**src/rtl/aes_ctrl_if.sv**
```systemverilog
// Key, plaintext and ciphertext valid/ready handshakes of aes_ctrl.
interface aes_ctrl_if;
  logic         key_valid;
  logic [127:0] key_in;
  logic         key_ready;
  logic         din_valid;
  logic [127:0] din;
  logic         din_ready;
  logic         dout_valid;
  logic [127:0] dout;
  logic         dout_ready;

  modport master (
    output key_valid, key_in,
    output din_valid, din,
    output dout_ready,
    input  key_ready, din_ready,
    input  dout_valid, dout
  );

  modport slave (
    input  key_valid, key_in,
    input  din_valid, din,
    input  dout_ready,
    output key_ready, din_ready,
    output dout_valid, dout
  );
endinterface

```
**src/rtl/aes_ctrl.sv**
```systemverilog
// Sequencer for a combinational AES-128 core: key load, round load, settle, capture.
// Define AES_CTRL_BLKCNT_EN to add the blk_count output.
module aes_ctrl #(
  parameter int unsigned SETTLE_CYCLES = 4
) (
  input  logic         clk,
  input  logic         resetn,
  aes_ctrl_if.slave    bus,
  output logic [127:0] core_in_key,
  output logic [127:0] core_in_data,
  output logic         core_valid_key_gen,
  output logic         core_valid_round,
  output logic         core_valid_out,
  input  logic [127:0] core_out_data,
  output logic         busy,
  output logic         key_loaded
`ifdef AES_CTRL_BLKCNT_EN
  ,
  output logic [31:0]  blk_count
`endif
);

  typedef enum logic [2:0] {
    IDLE, KEYGEN, LOAD, SETTLE, CAPTURE, OUTPUT
  } state_t;

  localparam logic [3:0] CNT_INIT =
    (SETTLE_CYCLES == 0) ? 4'd0 : 4'(SETTLE_CYCLES - 1);

  state_t     state;
  state_t     state_nx;
  logic [3:0] cnt;
  logic       key_hs;
  logic       din_hs;
  logic       kg_nx;
  logic       rnd_nx;
  logic       out_nx;
  logic       dv_nx;

  assign bus.key_ready = (state == IDLE);
  assign bus.din_ready = (state == IDLE) && key_loaded
                       && !bus.key_valid;
  assign key_hs = bus.key_valid && bus.key_ready;
  assign din_hs = bus.din_valid && bus.din_ready;
  assign busy   = (state != IDLE);

  always_ff @(posedge clk or negedge resetn) begin
    if (!resetn) state <= IDLE;
    else         state <= state_nx;
  end

  always_comb begin
    state_nx = state;
    unique case (state)
      IDLE: begin
        if (key_hs)      state_nx = KEYGEN;
        else if (din_hs) state_nx = LOAD;
      end
      KEYGEN:  state_nx = IDLE;
      LOAD:    state_nx = (SETTLE_CYCLES == 0) ? CAPTURE : SETTLE;
      SETTLE:  if (cnt == 4'd0) state_nx = CAPTURE;
      CAPTURE: state_nx = OUTPUT;
      OUTPUT:  if (bus.dout_ready) state_nx = IDLE;
      default: state_nx = IDLE;
    endcase
  end

  // Strobes are decoded from the next state and then flopped.
  always_comb begin
    kg_nx  = 1'b0;
    rnd_nx = 1'b0;
    out_nx = 1'b0;
    dv_nx  = 1'b0;
    unique case (1'b1)
      (state_nx == KEYGEN):  kg_nx  = 1'b1;
      (state_nx == LOAD):    rnd_nx = 1'b1;
      (state_nx == CAPTURE): out_nx = 1'b1;
      (state_nx == OUTPUT):  dv_nx  = 1'b1;
      default: ;
    endcase
  end

  always_ff @(posedge clk or negedge resetn) begin
    if (!resetn) begin
      core_valid_key_gen <= 1'b0;
      core_valid_round   <= 1'b0;
      core_valid_out     <= 1'b0;
      bus.dout_valid     <= 1'b0;
    end else begin
      core_valid_key_gen <= kg_nx;
      core_valid_round   <= rnd_nx;
      core_valid_out     <= out_nx;
      bus.dout_valid     <= dv_nx;
    end
  end

  always_ff @(posedge clk or negedge resetn) begin
    if (!resetn) begin
      core_in_key  <= '0;
      core_in_data <= '0;
      bus.dout     <= '0;
      key_loaded   <= 1'b0;
      cnt          <= 4'd0;
    end else begin
      if (key_hs) begin
        core_in_key <= bus.key_in;
        key_loaded  <= 1'b1;
      end
      if (din_hs) core_in_data <= bus.din;
      if (state == CAPTURE) bus.dout <= core_out_data;
      if (state == LOAD) cnt <= CNT_INIT;
      else if (state == SETTLE && cnt != 4'd0) cnt <= cnt - 4'd1;
    end
  end

`ifdef AES_CTRL_BLKCNT_EN
  always_ff @(posedge clk or negedge resetn) begin
    if (!resetn)                                 blk_count <= 32'd0;
    else if (key_hs)                             blk_count <= 32'd0;
    else if (bus.dout_valid && bus.dout_ready)   blk_count <= blk_count + 32'd1;
  end
`endif

endmodule

```
**src/flat_wrapper.sv**
```systemverilog
// flat-port wrapper written by rule: the top's interface ports become plain ports
module aes_ctrl_flat 
#(
  parameter int unsigned SETTLE_CYCLES = 4
)
  (clk, resetn, core_in_key, core_in_data, core_valid_key_gen, core_valid_round, core_valid_out, core_out_data, busy, key_loaded, bus_key_valid, bus_key_in, bus_din_valid, bus_din, bus_dout_ready, bus_key_ready, bus_din_ready, bus_dout_valid, bus_dout);
  aes_ctrl_if bus_i ();
  input  logic clk;
  input  logic resetn;
  output logic [127:0] core_in_key;
  output logic [127:0] core_in_data;
  output logic core_valid_key_gen;
  output logic core_valid_round;
  output logic core_valid_out;
  input  logic [127:0] core_out_data;
  output logic busy;
  output logic key_loaded;
  input wire logic [$bits(bus_i.key_valid)-1:0] bus_key_valid;
  input wire logic [$bits(bus_i.key_in)-1:0] bus_key_in;
  input wire logic [$bits(bus_i.din_valid)-1:0] bus_din_valid;
  input wire logic [$bits(bus_i.din)-1:0] bus_din;
  input wire logic [$bits(bus_i.dout_ready)-1:0] bus_dout_ready;
  output wire logic [$bits(bus_i.key_ready)-1:0] bus_key_ready;
  output wire logic [$bits(bus_i.din_ready)-1:0] bus_din_ready;
  output wire logic [$bits(bus_i.dout_valid)-1:0] bus_dout_valid;
  output wire logic [$bits(bus_i.dout)-1:0] bus_dout;
  assign bus_i.key_valid = bus_key_valid;
  assign bus_i.key_in = bus_key_in;
  assign bus_i.din_valid = bus_din_valid;
  assign bus_i.din = bus_din;
  assign bus_i.dout_ready = bus_dout_ready;
  assign bus_key_ready = bus_i.key_ready;
  assign bus_din_ready = bus_i.din_ready;
  assign bus_dout_valid = bus_i.dout_valid;
  assign bus_dout = bus_i.dout;
  aes_ctrl #(.SETTLE_CYCLES(SETTLE_CYCLES)) u_core (.clk(clk), .resetn(resetn), .bus(bus_i), .core_in_key(core_in_key), .core_in_data(core_in_data), .core_valid_key_gen(core_valid_key_gen), .core_valid_round(core_valid_round), .core_valid_out(core_valid_out), .core_out_data(core_out_data), .busy(busy), .key_loaded(key_loaded));
endmodule
```
**config.mk**
```make
export PLATFORM = sky130hd
export DESIGN_NAME = aes_ctrl_flat
export DESIGN_NICKNAME = d
export VERILOG_FILES = /design/src/rtl/aes_ctrl_if.sv /design/src/rtl/aes_ctrl.sv /design/src/flat_wrapper.sv
export SDC_FILE = /design/constraint.sdc
export NUM_CORES = 1
export LEC_CHECK = 0
export CORE_AREA = 2 2 306 308
export DETAILED_ROUTE_END_ITERATION = 12
export DIE_AREA = 0 0 308 310
export HOLD_SLACK_MARGIN = 0.03
export SETUP_SLACK_MARGIN = 0.15
export SLEW_MARGIN = 20
export SYNTH_ARGS = -nofsm -noshare
export SYNTH_HDL_FRONTEND = slang
export SYNTH_SLANG_ARGS = --single-unit
```
**constraint.sdc**
```tcl
create_clock -name clk -period 2.11 [get_ports clk]
set_clock_uncertainty 0.2 [all_clocks]
set_input_delay 0.422 -clock clk [delete_from_list [all_inputs] [get_ports clk]]
set_output_delay 0.422 -clock clk [all_outputs]
set_load 0.1 [all_outputs]
```
Yosys cells after proc, flatten, opt, wreduce, memory -nomap -nowiden
Index checks and enable logic that the tools add are counted.

Output and inout port bits: 392. Word-level logic and storage cells: 41. Register bits: 396. Input port bits: 389.

Equal/unequal tests: 8. Muxes and demuxes: 11. $add $sub $neg: 1. Reduce and logical (&&, ||, !) cells: 11.

Operators with widths (count): 3-bit case mux with 5 select lines (1); 3-bit equality test (second input constant) (4); 3-bit 2-to-1 mux (4); 3-bit by 2-bit equality test with 1-bit output (second input constant) (3); 4-bit 2-to-1 mux (2); 1-bit logical AND (5); 4-bit zero test (1); 1-bit 2-to-1 mux (4); 4-bit nonzero test (1); 4-bit by 1-bit subtractor with 4-bit output (second input constant) (1); 3-bit by 1-bit equality test with 1-bit output (second input constant) (1); 3-bit zero test (1); 3-bit nonzero test (1); 2-bit nonzero test (1); 1-bit zero test (1).

Depth between registers and ports, before layout
Depth after elaboration: 9. Mapped depth: 7. Mapped depth without buffers: 5.

Worst setup path after synthesis
OpenSTA, ideal clock, no wires.

Path kind: register to output. Start: register u_core.state[0]. End: output bus_din_ready. Setup slack: -686 ps. Data required time: 1488 ps. Arrival: 2174 ps. Path buffers: 1. Cell stages (with the launch flop): 4. Cells stage by stage: dfrtp_1 > buf_2 > nor3_4 > and2_1.

Cells in the longest elaborated chain, start to end: 3.

RTL lines: start, declared (RTL line aes_ctrl.sv:30) `state_t state;`; start signal, assigned (RTL line aes_ctrl.sv:49) `else state <= state_nx;`; 3-bit zero test; net bus_key_ready (RTL line flat_wrapper.sv:23) `output wire logic [$bits(bus_i.key_ready)-1:0] bus_key_ready;`; 1-bit logical AND (RTL line aes_ctrl.sv:41) `assign bus.din_ready = (state == IDLE) && key_loaded`; 1-bit logical AND (RTL line aes_ctrl.sv:42) `&& !bus.key_valid;`; end, declared (RTL line flat_wrapper.sv:24) `output wire logic [$bits(bus_i.din_ready)-1:0] bus_din_ready;`.

The timed path passes the listed nets, and every way through them passes these cells.

Worst setup path after layout
Start: register u_core.state[1]. End: register u_core.core_in_data[1].

Cells in the longest elaborated chain, start to end: 4.

RTL lines: 3-bit zero test (RTL line aes_ctrl.sv:41); 1-bit logical AND (RTL line aes_ctrl.sv:41); 1-bit logical AND (RTL line aes_ctrl.sv:42); 1-bit logical AND (RTL line aes_ctrl.sv:44) `assign din_hs = bus.din_valid && bus.din_ready;`; end signal, assigned (RTL line aes_ctrl.sv:109) `if (din_hs) core_in_data <= bus.din;`; end, declared (RTL line aes_ctrl.sv:10) `output logic [127:0] core_in_data,`.

No other way between the ends. A chain may end at the register's enable or synchronous reset.

==> out/metrics.yaml <==
critical_path:
  crit_path_end_kind: "register"
  crit_fanout: 5
  rr_worst_depth: 11
  reg2reg_slack_ns: -0.24
  arrival_ns: 2.62
  rr_startpoint: "u_core.state[1]"
  required_ns: 2.38
  crit_type: "reg -> reg"
  r2r_end: "u_core.core_in_data[1]"
  cp-start-kind: "register"
sta:
  fmax_mhz: 425
  hold_viol: 0
  min_period_ns: 2.35
  setup_slack_ns: -0.244
  slew_headroom: 0.752
  worst_slew_pin_slew_ns: 0.372
  drv_slew: 0
  period_share: 1.12
  holdWs_ns: 0.140
  finalSetupViolCount: 246
  rsz0062_at_grt: "yes"
  fin_tns_setup_ns: -29.29
route:
  routedWlPerCell_um: 19.9
  drt_iter0_markers: 314
  wl_met1_um: 22600
  vias: 11100
  drc: 0
  wl_met3_um: 4480
  viasPerCell: 3.65
  dr.pass1.iters: 4
  drtAntennaViolNets: 0
  finalWirelength_um: 60200
  wl_met2_um: 31300
  top_layer_used: "met4"
clock_network:
  cts_buffers: 47
  clk_latency_ns: 0.58
  cts_sinks: 396
  clk_pin_slew_worst_paths_ns: 0.06
  cts_htree_levels: 2
  cts_root_buf: "clkbuf_16"
  cts_max_path_buffers: 3
  cts_tree: "yes"
place:
  numPortBuffers: 780
  placed_area_um2: 29000
  gp_congestion: 0.800
  dp_hpwl_um: 44700
finish:
  fin_area_um2: 32400
  drive_gt1_frac: 0.551
  final_common_cell: "buf_12"
  fillers: 8670
  layout_common_cells: "412 x buf_12, 391 x dfrtp_1, 387 x clkdlybuf4s50_1, 245 x mux2_4, 139 x mux2_2"
  nNetsFinal: 2187
  final_util: 0.351
  syn2layout_area_growth_pct: 115
logic_synthesis:
  ys_warn_count: 0
  netlist.area_leader.share: 0.657
  syn_inst: 866
  synthesis.area_um2: 15100
  synth_cell_types: 30
  ys_top_cells_by_area: "dfrtp_1 66%, mux2_2 21%, mux2_4 6.0%"
  synth_seq_area_share: 0.657
  synth_nets: 1256
  synth_seq_cells: 396
  syn_avg_cell_area_um2: 17.4
  yosys.area.top_type: "dfrtp_1"
floorplan:
  die_area_um2: 95500
  die_x_um: 308
  core_um2: 92500
  die_h_um: 310
  initial_core_util: 0.163
  io_pins: 781
  core.rowCount: 112
global_routing:
  gr-total-overflow: 0
  grt_pass1_wl_um: 82400
  antenna_found_initial: 0
  grt_pass1_vias: 12400
  grt_max_degree: 64
  grt_usage: 0.115
outcome:
  outcome: "complete, but fails checks"
  violations: "setup timing"
min_path:
  min_path_type: "in -> async"
run:
  cap_violations: 0
-- stage by stage --
stage               std cells  worst slack (ns)
finish                   3031            -0.244
global placement         2883            -0.313
global route             3029            -0.365
floorplan                 866            -0.513
CTS                      2995            -0.334
detailed placement       2883            -0.309
-- Yosys cell counts --
library cell	instances
mux2_1	38
or3_1	1
and2_1	3
mux2_2	286
or4_1	1
nor2_1	4
nor3_1	1
nor3_4	1
buf_6	16
buf_8	4
nor3b_1	1
o21ai_0	5
a21oi_1	2
o31ai_1	1
dfrtp_1	396
a21o_1	1
ha_1	1
inv_1	7
nor2b_1	2
nand2b_1	2
or2_2	1
o22ai_1	1
buf_2	22
nand2_1	2
buf_4	1
nand3_1	2
buf_12	1
mux2_4	60
a221oi_1	1
nand3b_1	2
-- worst max-delay path, cell delays in order (launching register included) --
cell,delay [ns]
dfrtp_2,0.43
nor3_4,0.19
buf_6,0.14
buf_4,0.10
buf_6,0.08
buf_6,0.08
buf_6,0.08
nand3_4,0.07
buf_12,0.15
buf_16,0.15
bufbuf_16,0.27
mux2_2,0.26
-- how the worst max path moves through the flow --
| stage | startpoint | end | slack [ns] | cells after the start |
|---|---|---|---|---|
| 6_report | u_core.state[1] | u_core.core_in_data[1] | -0.24 | 11 |
| 5_1_grt | u_core.state[1] | u_core.core_in_data[120] | -0.36 | 11 |
| 4_1_cts | u_core.state[0] | bus_din_ready | -0.33 | 4 |
| 3_5_place_dp | bus_key_valid | u_core.core_in_data[52] | -0.31 | 7 |
| 3_3_place_gp | bus_key_valid | u_core.core_in_data[56] | -0.31 | 7 |
| 2_1_floorplan | u_core.state[1] | busy | -0.51 | 2 |
-- sequential cells by signal, indices dropped and copies added (netlist names) --
name	cells
u_core.bus.dout	128
u_core.bus.dout_valid	1
u_core.cnt	4
u_core.core_in_data	128
u_core.core_in_key	128
u_core.core_valid_key_gen	1
u_core.core_valid_out	1
u_core.core_valid_round	1
u_core.key_loaded	1
u_core.state	3
-- kinds of logic after synthesis --
| family | count (synthesis) | share of synthesized area |
|---|---|---|
| flops | 396 | 0.657 |
| mux | 384 | 0.302 |
| buf+inv | 51 | 0.0268 |
| simple gates | 23 | 0.00929 |
| compound gates | 11 | 0.00431 |
| fa+ha+maj | 1 | 0.000830 |
-- cell type report --
class                           instances  area (um^2)  share of cell area
Timing Repair Buffer                  926        13900               0.430
Sequential cell                       396         9920               0.306
Multi-Input combinational cell        419         5500               0.170
Tap cell                             1197         1500              0.0462
Clock buffer                           69         1400              0.0432
Clock inverter                         15          136             0.00421
Inverter                                7         26.3            0.000810
Antenna cell                            2         5.00            0.000154
-- timing repair --
action                                 4_1_cts  5_1_grt
buffers inserted                            17       16
resized for setup                           36      172
cloned                                      10       19
hold buffers                                 1        0
pin swaps                                    3        1
setup endpoints to repair                  115      354
endpoints found under the hold margin      193        0
-- routing by layer --
metal	GRT usage	vias up
met3	0.0362	87
met5	0	-
met4	0.0419	0
met2	0.208	479
met1	0.127	5596
li1	-	4914
Power is not shown: default switching activity piles up to over one toggle a cycle in this logic, so the estimate is an artifact.
